===== src/rtl/button_event_gen.sv =====
// Turns the debounced button level into press, release, long-press and auto-repeat events.
// Latency: every event is a registered pulse one cycle after the clk edge that samples its cause.
// Backpressure: none; pulses are fire-and-forget and en=0 parks the block in IDLE.
module button_event_gen #(
    parameter int LONG_CYCLES   = 100_000_000,
    parameter int REPEAT_CYCLES = 20_000_000,
    parameter int CNT_W         = 27
) (
    input  logic       clk,
    input  logic       reset,
    input  logic       db,
    input  logic       en,
    output logic       press_pulse,
    output logic       release_pulse,
    output logic       long_pulse,
    output logic       repeat_pulse,
    output logic       long_press,
    output logic       held,
    output logic [7:0] press_count
);

    typedef enum logic [1:0] {
        IDLE   = 2'd0,
        HELD   = 2'd1,
        REPEAT = 2'd2
    } state_t;

    localparam logic [CNT_W-1:0] LONG_LAST   = CNT_W'(LONG_CYCLES - 1);
    localparam logic [CNT_W-1:0] REPEAT_LAST = CNT_W'(REPEAT_CYCLES - 1);

    state_t           state, state_nxt;
    logic [CNT_W-1:0] count, count_nxt;
    logic             db_q;
    logic             rise, fall;
    logic             press_nxt, release_nxt, long_nxt, repeat_nxt;

    assign rise = db & ~db_q;
    assign fall = ~db & db_q;

    always_comb begin
        state_nxt   = state;
        count_nxt   = count;
        press_nxt   = 1'b0;
        release_nxt = 1'b0;
        long_nxt    = 1'b0;
        repeat_nxt  = 1'b0;
        if (!en) begin
            state_nxt = IDLE;
            count_nxt = '0;
        end else begin
            case (state)
                IDLE: begin
                    count_nxt = '0;
                    if (rise) begin
                        press_nxt = 1'b1;
                        state_nxt = HELD;
                    end
                end
                HELD: begin
                    // A fall on the terminal cycle wins: the hold never became long.
                    if (fall) begin
                        release_nxt = 1'b1;
                        state_nxt   = IDLE;
                        count_nxt   = '0;
                    end else if (count == LONG_LAST) begin
                        long_nxt   = 1'b1;
                        repeat_nxt = 1'b1;
                        state_nxt  = REPEAT;
                        count_nxt  = '0;
                    end else begin
                        count_nxt = count + CNT_W'(1);
                    end
                end
                REPEAT: begin
                    if (fall) begin
                        release_nxt = 1'b1;
                        state_nxt   = IDLE;
                        count_nxt   = '0;
                    end else if (count == REPEAT_LAST) begin
                        repeat_nxt = 1'b1;
                        count_nxt  = '0;
                    end else begin
                        count_nxt = count + CNT_W'(1);
                    end
                end
                default: begin
                    state_nxt = IDLE;
                    count_nxt = '0;
                end
            endcase
        end
    end

    // db_q resets high so a button already down at reset release is never a press.
    always_ff @(posedge clk) begin
        if (reset) begin
            state         <= IDLE;
            count         <= '0;
            db_q          <= 1'b1;
            press_pulse   <= 1'b0;
            release_pulse <= 1'b0;
            long_pulse    <= 1'b0;
            repeat_pulse  <= 1'b0;
            press_count   <= 8'd0;
        end else begin
            state         <= state_nxt;
            count         <= count_nxt;
            db_q          <= db;
            press_pulse   <= press_nxt;
            release_pulse <= release_nxt;
            long_pulse    <= long_nxt;
            repeat_pulse  <= repeat_nxt;
            if (press_nxt || repeat_nxt) begin
                press_count <= press_count + 8'd1;
            end
        end
    end

    assign held       = (state != IDLE);
    assign long_press = (state == REPEAT);

endmodule


===== config.mk =====
export PLATFORM = sky130hd
export DESIGN_NAME = button_event_gen
export DESIGN_NICKNAME = d
export VERILOG_FILES = /design/src/rtl/button_event_gen.sv
export SDC_FILE = /design/constraint.sdc
export NUM_CORES = 1
export LEC_CHECK = 0
export CORE_MARGIN = 2
export CORE_UTILIZATION = 60
export CTS_CLUSTER_DIAMETER = 30
export DETAILED_ROUTE_END_ITERATION = 8
export GPL_ROUTABILITY_DRIVEN = 0
export PLACE_DENSITY_LB_ADDON = 0.08
export SYNTH_ARGS = -nofsm -noshare
export SYNTH_HDL_FRONTEND = slang
export SYNTH_SLANG_ARGS = --single-unit

===== constraint.sdc =====
create_clock -name clk -period 3.3 [get_ports clk]
set_clock_uncertainty 0.15 [all_clocks]
set_input_delay 0.33 -clock clk [delete_from_list [all_inputs] [get_ports clk]]
set_output_delay 0.33 -clock clk [all_outputs]
set_load 0.1 [all_outputs]

==> flow_summary.html, run 1 <==
<table>
<tr><th>Metric</th><th>Value</th></tr>
<tr><th colspan="2">Synthesis</th></tr>
<tr><td>Post-synthesis net count</td><td>237</td></tr>
<tr><td>Number of flops mapped to enable cells by yosys</td><td>0</td></tr>
<tr><td>Total number of yosys warnings</td><td>0</td></tr>
<tr><td>Async SR Flop Fraction</td><td>0</td></tr>
<tr><td>Post-Syn Area</td><td>roughly 0.0019 mm²</td></tr>
<tr><td>Top FF cell, synth</td><td>dfxtp_1</td></tr>
<tr><td>Post-synthesis cell count</td><td>228</td></tr>
<tr><td>Share of the yosys chip area belonging to registers</td><td>0.433</td></tr>
<tr><td>Synthesized flop and latch total</td><td>42</td></tr>
<tr><td>Number of unique standard cell types used by synthesis</td><td>37</td></tr>
<tr><td>Synthesized area per cell</td><td>8.51 µm²</td></tr>
<tr><th colspan="2">Run status</th></tr>
<tr><td>Outcome</td><td>complete, no violations</td></tr>
<tr><th colspan="2">Layout</th></tr>
<tr><td>Fraction of layout instances using a drive strength above 1</td><td>0.0683</td></tr>
<tr><td>Area of all sequential standard cells</td><td>841 µm²</td></tr>
<tr><td>Layout Cell Area excl Fill</td><td>0.00220 mm²</td></tr>
<tr><td>Area grow syn2layout</td><td>13.6%</td></tr>
<tr><td>Filler cell count</td><td>251</td></tr>
<tr><td>Area of combinational cells with multiple inputs</td><td>between 0.001 and 0.0015 mm²</td></tr>
<tr><td>Final #Nets</td><td>257</td></tr>
<tr><td>Most common cell after layout, fill and taps aside</td><td>nor2_1</td></tr>
<tr><td>Commonest cells after routing, fill and taps aside</td><td>44 x nor2_1, 42 x dfxtp_1, 18 x nand2_1</td></tr>
<tr><td>Diode count</td><td>0</td></tr>
<tr><th colspan="2">STA</th></tr>
<tr><td>Count of final max-slew check failures</td><td>0</td></tr>
<tr><td>Count of endpoints failing hold in the final timing report</td><td>0</td></tr>
<tr><td>Max Freq</td><td>~380 MHz</td></tr>
<tr><td>Part of the cycle the worst path needs</td><td>0.788</td></tr>
<tr><td>Minimum clock period after layout</td><td>2600 ps</td></tr>
<tr><td>Setup tns final</td><td>0 ps</td></tr>
<tr><td>Post-Route Hold Slack</td><td>332 ps</td></tr>
<tr><td>Setup repair after global routing missed its margin</td><td>false</td></tr>
<tr><td>Total setup violations reported at the end of the flow</td><td>0</td></tr>
<tr><td>Worst rel slew slack</td><td>0.343</td></tr>
<tr><td>Slew at the pin closest to its max-slew limit</td><td>982 ps</td></tr>
<tr><th colspan="2">Worst setup path</th></tr>
<tr><td>Reg-to-reg slack, setup</td><td>700 ps</td></tr>
<tr><td>Critical Path Sink Type</td><td>flop</td></tr>
<tr><td>Slowest stage cell on the critical path</td><td>or4_1</td></tr>
<tr><td>Worst setup endpoint</td><td>press_count[7]</td></tr>
<tr><td>Reg-to-reg endpoint</td><td>press_count[7]</td></tr>
<tr><td>Startpoint of the lowest-slack register-to-register path</td><td>count[0]</td></tr>
<tr><td>Critical path class</td><td>flop to flop</td></tr>
<tr><td>Crit-path cells</td><td>ha_1 &gt; nand3_1 &gt; or2_0 &gt; nor3_2 &gt; a21oi_1 &gt; or4_1 &gt; a21oi_1</td></tr>
<tr><td>CP Launch Type</td><td>flop</td></tr>
<tr><td>FF-to-FF path depth</td><td>7</td></tr>
<tr><td>Worst Path Arrival</td><td>2740 ps</td></tr>
<tr><td>Largest fanout on the critical path</td><td>14</td></tr>
<tr><td>Critical path data required time</td><td>3440 ps</td></tr>
<tr><td>Most common cell on crit path</td><td>a21oi_1</td></tr>
<tr><td>Launching element of the worst setup path</td><td>count[0]</td></tr>
<tr><td>Delay of the slowest cell on the worst path</td><td>580 ps</td></tr>
<tr><th colspan="2">Placement</th></tr>
<tr><td>Count of input and output buffers</td><td>17</td></tr>
<tr><td>Area post-placement</td><td>0.00214 mm²</td></tr>
<tr><td>Total half-perimeter wirelength after legalization and detailed placement</td><td>2.84 mm</td></tr>
<tr><th colspan="2">Clock tree</th></tr>
<tr><td>Clock sink count</td><td>between 40 and 50</td></tr>
<tr><td>Root buffer cell</td><td>clkbuf_4</td></tr>
<tr><td>Number of gates given a new drive strength after cts</td><td>0</td></tr>
<tr><td>TritonCTS Buffers</td><td>5</td></tr>
<tr><td>Clock transition at the registers of the reported paths</td><td>120 ps</td></tr>
<tr><td>Number of buffers added to fix hold violations after cts</td><td>0</td></tr>
<tr><td>CTS max path bufs</td><td>2</td></tr>
<tr><td>Worst-Skew Late Latency</td><td>350 ps</td></tr>
<tr><td>CTS tree</td><td>yes</td></tr>
<tr><td>Post-CTS setup buffers</td><td>0</td></tr>
<tr><td>Maximum level of the CTS H-tree</td><td>2</td></tr>
<tr><th colspan="2">Flow run</th></tr>
<tr><td>Number of max-cap violations</td><td>0</td></tr>
<tr><th colspan="2">Power and ir drop</th></tr>
<tr><td>Power per cell area</td><td>roughly 360 mW/mm²</td></tr>
<tr><td>Largest vdd supply drop</td><td>~0.24 mV</td></tr>
<tr><td>Cell leakage power</td><td>approximately 0.71 nW</td></tr>
<tr><th colspan="2">Global route</th></tr>
<tr><td>Combined global-route utilization of all metal layers</td><td>0.231</td></tr>
<tr><td>Via count of the first global-routing pass</td><td>1,504</td></tr>
<tr><td>Largest net degree at the start of global routing</td><td>28</td></tr>
<tr><td>Number of antenna violations at the first check in global routing</td><td>0</td></tr>
<tr><td>First-pass GRT wire length</td><td>between 6 and 7 mm</td></tr>
<tr><td>Total global routing overflow</td><td>0</td></tr>
<tr><th colspan="2">Detailed routing</th></tr>
<tr><td>Routed len/inst</td><td>roughly 13 µm</td></tr>
<tr><td>First-pass iteration count of the detailed router</td><td>4</td></tr>
<tr><td>Vias per Instance</td><td>5.57</td></tr>
<tr><td>Number of nets with antenna violations after detailed routing</td><td>0</td></tr>
<tr><td>Overall via count from detail_route</td><td>1,633</td></tr>
<tr><td>Post-detailed-route DRC marker count</td><td>0</td></tr>
<tr><td>1st-iter DRT viols</td><td>87</td></tr>
<tr><td>Total length of routed wires</td><td>3.80 mm</td></tr>
<tr><th colspan="2">Floorplanning</th></tr>
<tr><td>Initial core utilization</td><td>0.636</td></tr>
<tr><td>Vertical extent of the die</td><td>60.9 µm</td></tr>
<tr><td>Count of standard-cell rows</td><td>20</td></tr>
<tr><td>Std-Cell Core Area</td><td>0.00305 mm²</td></tr>
<tr><td>Total Die Area</td><td>~0.0037 mm²</td></tr>
<tr><td>Count of boundary I/O pins</td><td>18</td></tr>
<tr><td>Die X</td><td>~61 µm</td></tr>
<tr><th colspan="2">Min path</th></tr>
<tr><td>Worst hold path type</td><td>flop to flop</td></tr>
</table>
synthesized netlist by cell type (3+ instances only):
master | number | area (µm²)
ha_1 | 5 | 62.6
or3_1 | 5 | 31.3
nand2_1 | 18 | 67.6
nand3_1 | 10 | 50.1
and3_1 | 4 | 25.0
nor2_1 | 44 | 165
inv_1 | 10 | 37.5
xor2_1 | 16 | 140
nand4_1 | 12 | 75.1
buf_2 | 4 | 20.0
and2_1 | 3 | 18.8
a21oi_1 | 9 | 45.0
o21ai_0 | 6 | 30.0
xnor2_1 | 10 | 87.6
dfxtp_1 | 42 | 841
metrics by stage:
| stage | total power [mW] | std cells | util | setup WS [ps] |
|---|---|---|---|---|
| 2_1_floorplan | 0.539 | 228 | - | 787 |
| 6_report | 0.801 | 293 | 0.722 | 701 |
| 5_1_grt | 0.834 | 293 | 0.722 | 486 |
| 3_3_place_gp | 0.547 | 285 | 0.702 | 654 |
| 3_5_place_dp | 0.548 | 285 | 0.702 | 523 |
| 4_1_cts | 0.808 | 293 | 0.722 | 735 |
power by group:
part | switching, mW | internal, mW | total, mW
clock network | 0.162 | 0.103 | 0.265
logic | 0.0179 | 0.00904 | 0.0269
registers | 0.00117 | 0.508 | 0.510
total | 0.181 | 0.621 | 0.801
flip-flops by register name, indices dropped and copies added, names as in the netlist:
signal         cells
db_q               1
release_pulse      1
press_pulse        1
press_count        8
count             27
repeat_pulse       1
long_pulse         1
state              2
area by class of cell:
class | count | area share
clock buffer | 7 | 0.0250
timing repair buffer | 18 | 0.0783
inverter | 10 | 0.0170
clock inverter | 1 | 0.00227
sequential | 42 | 0.381
multi-input combinational | 171 | 0.471
tap | 44 | 0.0250
kinds of logic (layout without fill, tap and decap cells):
| kind of cell | count (synthesis) | count (layout) | share of synthesized area |
|---|---|---|---|
| buffers and inverters | 15 | 36 | 0.0316 |
| AOI/OAI and AO/OA | 22 | 22 | 0.0735 |
| and+or+nand+nor | 117 | 117 | 0.307 |
| adders and majority gates | 5 | 5 | 0.0322 |
| DFF | 42 | 42 | 0.433 |
| xor gates and xnor gates | 26 | 26 | 0.117 |
| muxes | 1 | 1 | 0.00516 |
worst min path at each step:
stage / from / endpoint / depth (start not counted)
after floorplan: count[0] / count[0] / 1
after global placement: count[0] / count[0] / 1
after detailed placement: count[0] / count[0] / 1
after CTS: count[0] / count[0] / 1
after global routing: state[0] / state[0] / 2
final: count[0] / count[0] / 1
routing by layer:
layer | GRT usage | share of wire
met4 | 0.106 | 0.019
met2 | 0.398 | 0.49
met5 | 0 | 0
met1 | 0.261 | 0.44
met3 | 0.0746 | 0.048
critical path, delay by kind of cell, from the launching register on:
kind	cells	cell delay [ps]
adder cells (fa/ha/maj)	1	200
AO/OA/AOI/OAI	2	410
AND/OR/NAND/NOR	4	1360
flip-flops	1	390
No activity file was read; power rests on OpenSTA's default activity.
==> run 2: changes to the inputs <==
- CORE_UTILIZATION: 60 -> 56
- clock period: 3.3 -> 2.45 ns (I/O delays scaled with it)
==> run 2 against run 1 <==
Compared with the run above:
- core utilization is 5.2 points lower
- maximum frequency up 17%
- clock-buffer cell count stayed put
- non-clock buffer count rose by 6
- die area is 6.7% higher
- cell count grew 2.7%
- sequential cell count unchanged
- sequential power rose by 35%
- clock power rose by 33%
- critical path type unchanged
- largest power group unchanged
==> flow_summary.html, run 2 (synthesis results as in run 1) <==
<table>
<tr><th>Metric</th><th>Value</th></tr>
<tr><th colspan="2">Run status</th></tr>
<tr><td>Outcome</td><td>complete, no violations</td></tr>
<tr><th colspan="2">Clock tree</th></tr>
<tr><td>Number of gates given a new drive strength after cts</td><td>0 (unchanged)</td></tr>
<tr><td>CTS max path bufs</td><td>2 (unchanged)</td></tr>
<tr><td>Clock sink count</td><td>42 (unchanged)</td></tr>
<tr><td>TritonCTS Buffers</td><td>5 (unchanged)</td></tr>
<tr><td>CTS tree</td><td>yes</td></tr>
<tr><td>Maximum level of the CTS H-tree</td><td>2 (unchanged)</td></tr>
<tr><td>Root buffer cell</td><td>clkbuf_4</td></tr>
<tr><td>Number of buffers added to fix hold violations after cts</td><td>0 (unchanged)</td></tr>
<tr><td>Post-CTS setup buffers</td><td>0 (unchanged)</td></tr>
<tr><td>Worst-Skew Late Latency</td><td>350 ps (about the same)</td></tr>
<tr><td>Clock transition at the registers of the reported paths</td><td>120 ps (about the same)</td></tr>
<tr><th colspan="2">Floorplanning</th></tr>
<tr><td>Std-Cell Core Area</td><td>0.00334 mm² (+9.3%)</td></tr>
<tr><td>Count of boundary I/O pins</td><td>18 (unchanged)</td></tr>
<tr><td>Count of standard-cell rows</td><td>21 (+5.0%)</td></tr>
<tr><td>Total Die Area</td><td>0.00395 mm² (+6.7%)</td></tr>
<tr><td>Vertical extent of the die</td><td>62.9 µm (+3.3%)</td></tr>
<tr><td>Initial core utilization</td><td>0.582 (-0.0541)</td></tr>
<tr><td>Die X</td><td>62.9 µm (+3.3%)</td></tr>
<tr><th colspan="2">Global route</th></tr>
<tr><td>Largest net degree at the start of global routing</td><td>28 (unchanged)</td></tr>
<tr><td>Combined global-route utilization of all metal layers</td><td>0.204 (-0.0271)</td></tr>
<tr><td>First-pass GRT wire length</td><td>6.45 mm (+2.5%)</td></tr>
<tr><td>Via count of the first global-routing pass</td><td>1,490 (-0.93%)</td></tr>
<tr><td>Total global routing overflow</td><td>0 (unchanged)</td></tr>
<tr><td>Number of antenna violations at the first check in global routing</td><td>0 (unchanged)</td></tr>
<tr><th colspan="2">Min path</th></tr>
<tr><td>Hold Crit Endpoint</td><td>count[0]</td></tr>
<tr><td>Origin of the worst min-delay path</td><td>count[0]</td></tr>
<tr><td>Worst hold path type</td><td>flop to flop</td></tr>
<tr><td>Number of instances on the worst hold path</td><td>1 (unchanged)</td></tr>
<tr><th colspan="2">STA</th></tr>
<tr><td>Slew at the pin closest to its max-slew limit</td><td>466 ps (-516 ps)</td></tr>
<tr><td>Part of the cycle the worst path needs</td><td>0.909 (+0.121)</td></tr>
<tr><td>Max Freq</td><td>449 MHz (+17%)</td></tr>
<tr><td>Total setup violations reported at the end of the flow</td><td>0 (unchanged)</td></tr>
<tr><td>Count of endpoints failing hold in the final timing report</td><td>0 (unchanged)</td></tr>
<tr><td>Setup tns final</td><td>0 ps (unchanged)</td></tr>
<tr><td>Final Worst Setup Slack</td><td>223 ps (-478 ps)</td></tr>
<tr><td>Minimum clock period after layout</td><td>2230 ps (-372 ps)</td></tr>
<tr><td>Count of final max-slew check failures</td><td>0 (unchanged)</td></tr>
<tr><td>Worst rel slew slack</td><td>0.686 (+0.343)</td></tr>
<tr><td>Post-Route Hold Slack</td><td>331 ps (-1.74 ps)</td></tr>
<tr><td>Setup repair after global routing missed its margin</td><td>false</td></tr>
<tr><th colspan="2">Placement</th></tr>
<tr><td>Count of input and output buffers</td><td>17 (unchanged)</td></tr>
<tr><td>Worst setup timing slack at the placement stage</td><td>128 ps (-395 ps)</td></tr>
<tr><td>Total half-perimeter wirelength after legalization and detailed placement</td><td>2.58 mm (-9.0%)</td></tr>
<tr><td>Number of cells after detailed placement</td><td>293 (+2.8%)</td></tr>
<tr><th colspan="2">Worst setup path</th></tr>
<tr><td>Critical path class</td><td>flop to flop</td></tr>
<tr><td>FF-to-FF path depth</td><td>7 (unchanged)</td></tr>
<tr><td>WP buf/inv</td><td>1 (+1)</td></tr>
<tr><td>Reg-to-reg endpoint</td><td>press_count[5]</td></tr>
<tr><td>Most common cell on crit path</td><td>a21oi_1</td></tr>
<tr><td>Worst Path Arrival</td><td>2360 ps (-380 ps)</td></tr>
<tr><td>Launching element of the worst setup path</td><td>count[22]</td></tr>
<tr><td>Crit-path cells</td><td>and2_1 &gt; nand4_1 &gt; o32ai_1 &gt; a21oi_1 &gt; buf_4 &gt; or3_1 &gt; a21oi_1</td></tr>
<tr><td>Startpoint of the lowest-slack register-to-register path</td><td>count[22]</td></tr>
<tr><td>Reg-to-reg slack, setup</td><td>220 ps (-480 ps)</td></tr>
<tr><td>CP Launch Type</td><td>flop</td></tr>
<tr><td>Slowest stage cell on the critical path</td><td>dfxtp_1</td></tr>
<tr><td>Largest fanout on the critical path</td><td>11 (-3)</td></tr>
<tr><td>Critical Path Sink Type</td><td>flop</td></tr>
<tr><td>Delay of the slowest cell on the worst path</td><td>400 ps (-180 ps)</td></tr>
<tr><td>Critical path data required time</td><td>2580 ps (-860 ps)</td></tr>
<tr><td>CP top delay family</td><td>simple AND/OR/NAND/NOR gates</td></tr>
<tr><th colspan="2">Layout</th></tr>
<tr><td>Area grow syn2layout</td><td>15.3%</td></tr>
<tr><td>Commonest cells after routing, fill and taps aside</td><td>44 x nor2_1, 42 x dfxtp_1, 20 x buf_4</td></tr>
<tr><td>Final #Nets</td><td>263 (+2.3%)</td></tr>
<tr><td>Final non-filler cell total</td><td>301 (+2.7%)</td></tr>
<tr><td>Fraction of layout instances using a drive strength above 1</td><td>0.141 (+0.0729)</td></tr>
<tr><td>Largest registers</td><td>count (27), press_count (8), state (2)</td></tr>
<tr><td>Most common cell after layout, fill and taps aside</td><td>nor2_1</td></tr>
<tr><td>Flip-flop count of the largest register, all copies and words added</td><td>27 (unchanged)</td></tr>
<tr><td>Register bank with the most flops</td><td>count</td></tr>
<tr><td>Diode count</td><td>0 (unchanged)</td></tr>
<tr><th colspan="2">Power and ir drop</th></tr>
<tr><td>Comb power frac</td><td>0.035 (about the same)</td></tr>
<tr><td>Internal Power</td><td>0.838 mW (+35%)</td></tr>
<tr><td>Total chip power</td><td>1.08 mW (+34%)</td></tr>
<tr><td>Sw frac</td><td>0.223 (-0.00268)</td></tr>
<tr><td>Clk network pwr share</td><td>0.328 (-0.003)</td></tr>
<tr><td>Portion of total power attributed to sequential cells</td><td>0.637 (about the same)</td></tr>
<tr><td>Cell leakage power</td><td>0.766 nW (+8.0%)</td></tr>
<tr><td>Power per cell area</td><td>482 mW/mm² (+33%)</td></tr>
<tr><td>NetSw</td><td>0.240 mW (+33%)</td></tr>
<tr><td>Largest vdd supply drop</td><td>0.321 mV (+33%)</td></tr>
<tr><th colspan="2">Detailed routing</th></tr>
<tr><td>Top routing layer used</td><td>met4</td></tr>
<tr><td>Total length of routed wires</td><td>3.57 mm (-6.2%)</td></tr>
<tr><td>Routed len/inst</td><td>11.9 µm (-8.6%)</td></tr>
<tr><td>Vias per Instance</td><td>5.24 (-6.1%)</td></tr>
<tr><td>First-pass iteration count of the detailed router</td><td>4 (unchanged)</td></tr>
<tr><td>Post-detailed-route DRC marker count</td><td>0 (unchanged)</td></tr>
<tr><td>1st-iter DRT viols</td><td>79 (-9.2%)</td></tr>
<tr><td>Overall via count from detail_route</td><td>1,576 (-3.5%)</td></tr>
<tr><td>Detailed-routed wire length on met2</td><td>1.62 mm (-13%)</td></tr>
<tr><td>Met3 routed wirelength</td><td>122 µm (-33%)</td></tr>
<tr><td>Met1 WL</td><td>1.78 mm (+5.3%)</td></tr>
<tr><td>Number of nets with antenna violations after detailed routing</td><td>0 (unchanged)</td></tr>
<tr><th colspan="2">Flow run</th></tr>
<tr><td>Number of max-cap violations</td><td>0 (unchanged)</td></tr>
</table>
-- run 2: area by class of cell --
cell class / instances / area [µm²]
clock buffer: 7 / 55.1
clock inverter: 1 / 5.00
fill: 301 / 1100
inverter: 10 / 37.5
multi-input combinational: 171 / 1040
sequential: 42 / 841
tap: 46 / 57.6
timing repair buffer: 24 / 200
-- run 2: worst max-delay path by stage --
stage,slack [ps],to,cells past startpoint
2_1_floorplan,260,press_count[5],8
3_3_place_gp,180,press_count[3],8
3_5_place_dp,130,press_count[5],8
4_1_cts,210,press_count[5],7
5_1_grt,0.2,press_count[4],7
6_report,220,press_count[5],7
-- run 2: stage by stage --
stage / area [µm²] / util
after floorplan: 1940 / -
after global placement: 2180 / 0.652
final: 2240 / 0.670
after CTS: 2240 / 0.670
after detailed placement: 2180 / 0.652
after global routing: 2240 / 0.670
-- run 2: power groups by stage --
stage	sequential [mW]	combinational, mW	clock, mW
2_1_floorplan	0.709	0.0170	0
3_3_place_gp	0.702	0.0371	0
3_5_place_dp	0.702	0.0376	0
4_1_cts	0.687	0.0379	0.369
5_1_grt	0.688	0.0408	0.398
6_report	0.687	0.0379	0.353
-- run 2: routing by layer --
layer,up-vias,track usage
met2,24,0.343
li1,832,-
met5,-,0
met1,715,0.249
met3,5,0.0613
met4,0,0.0667
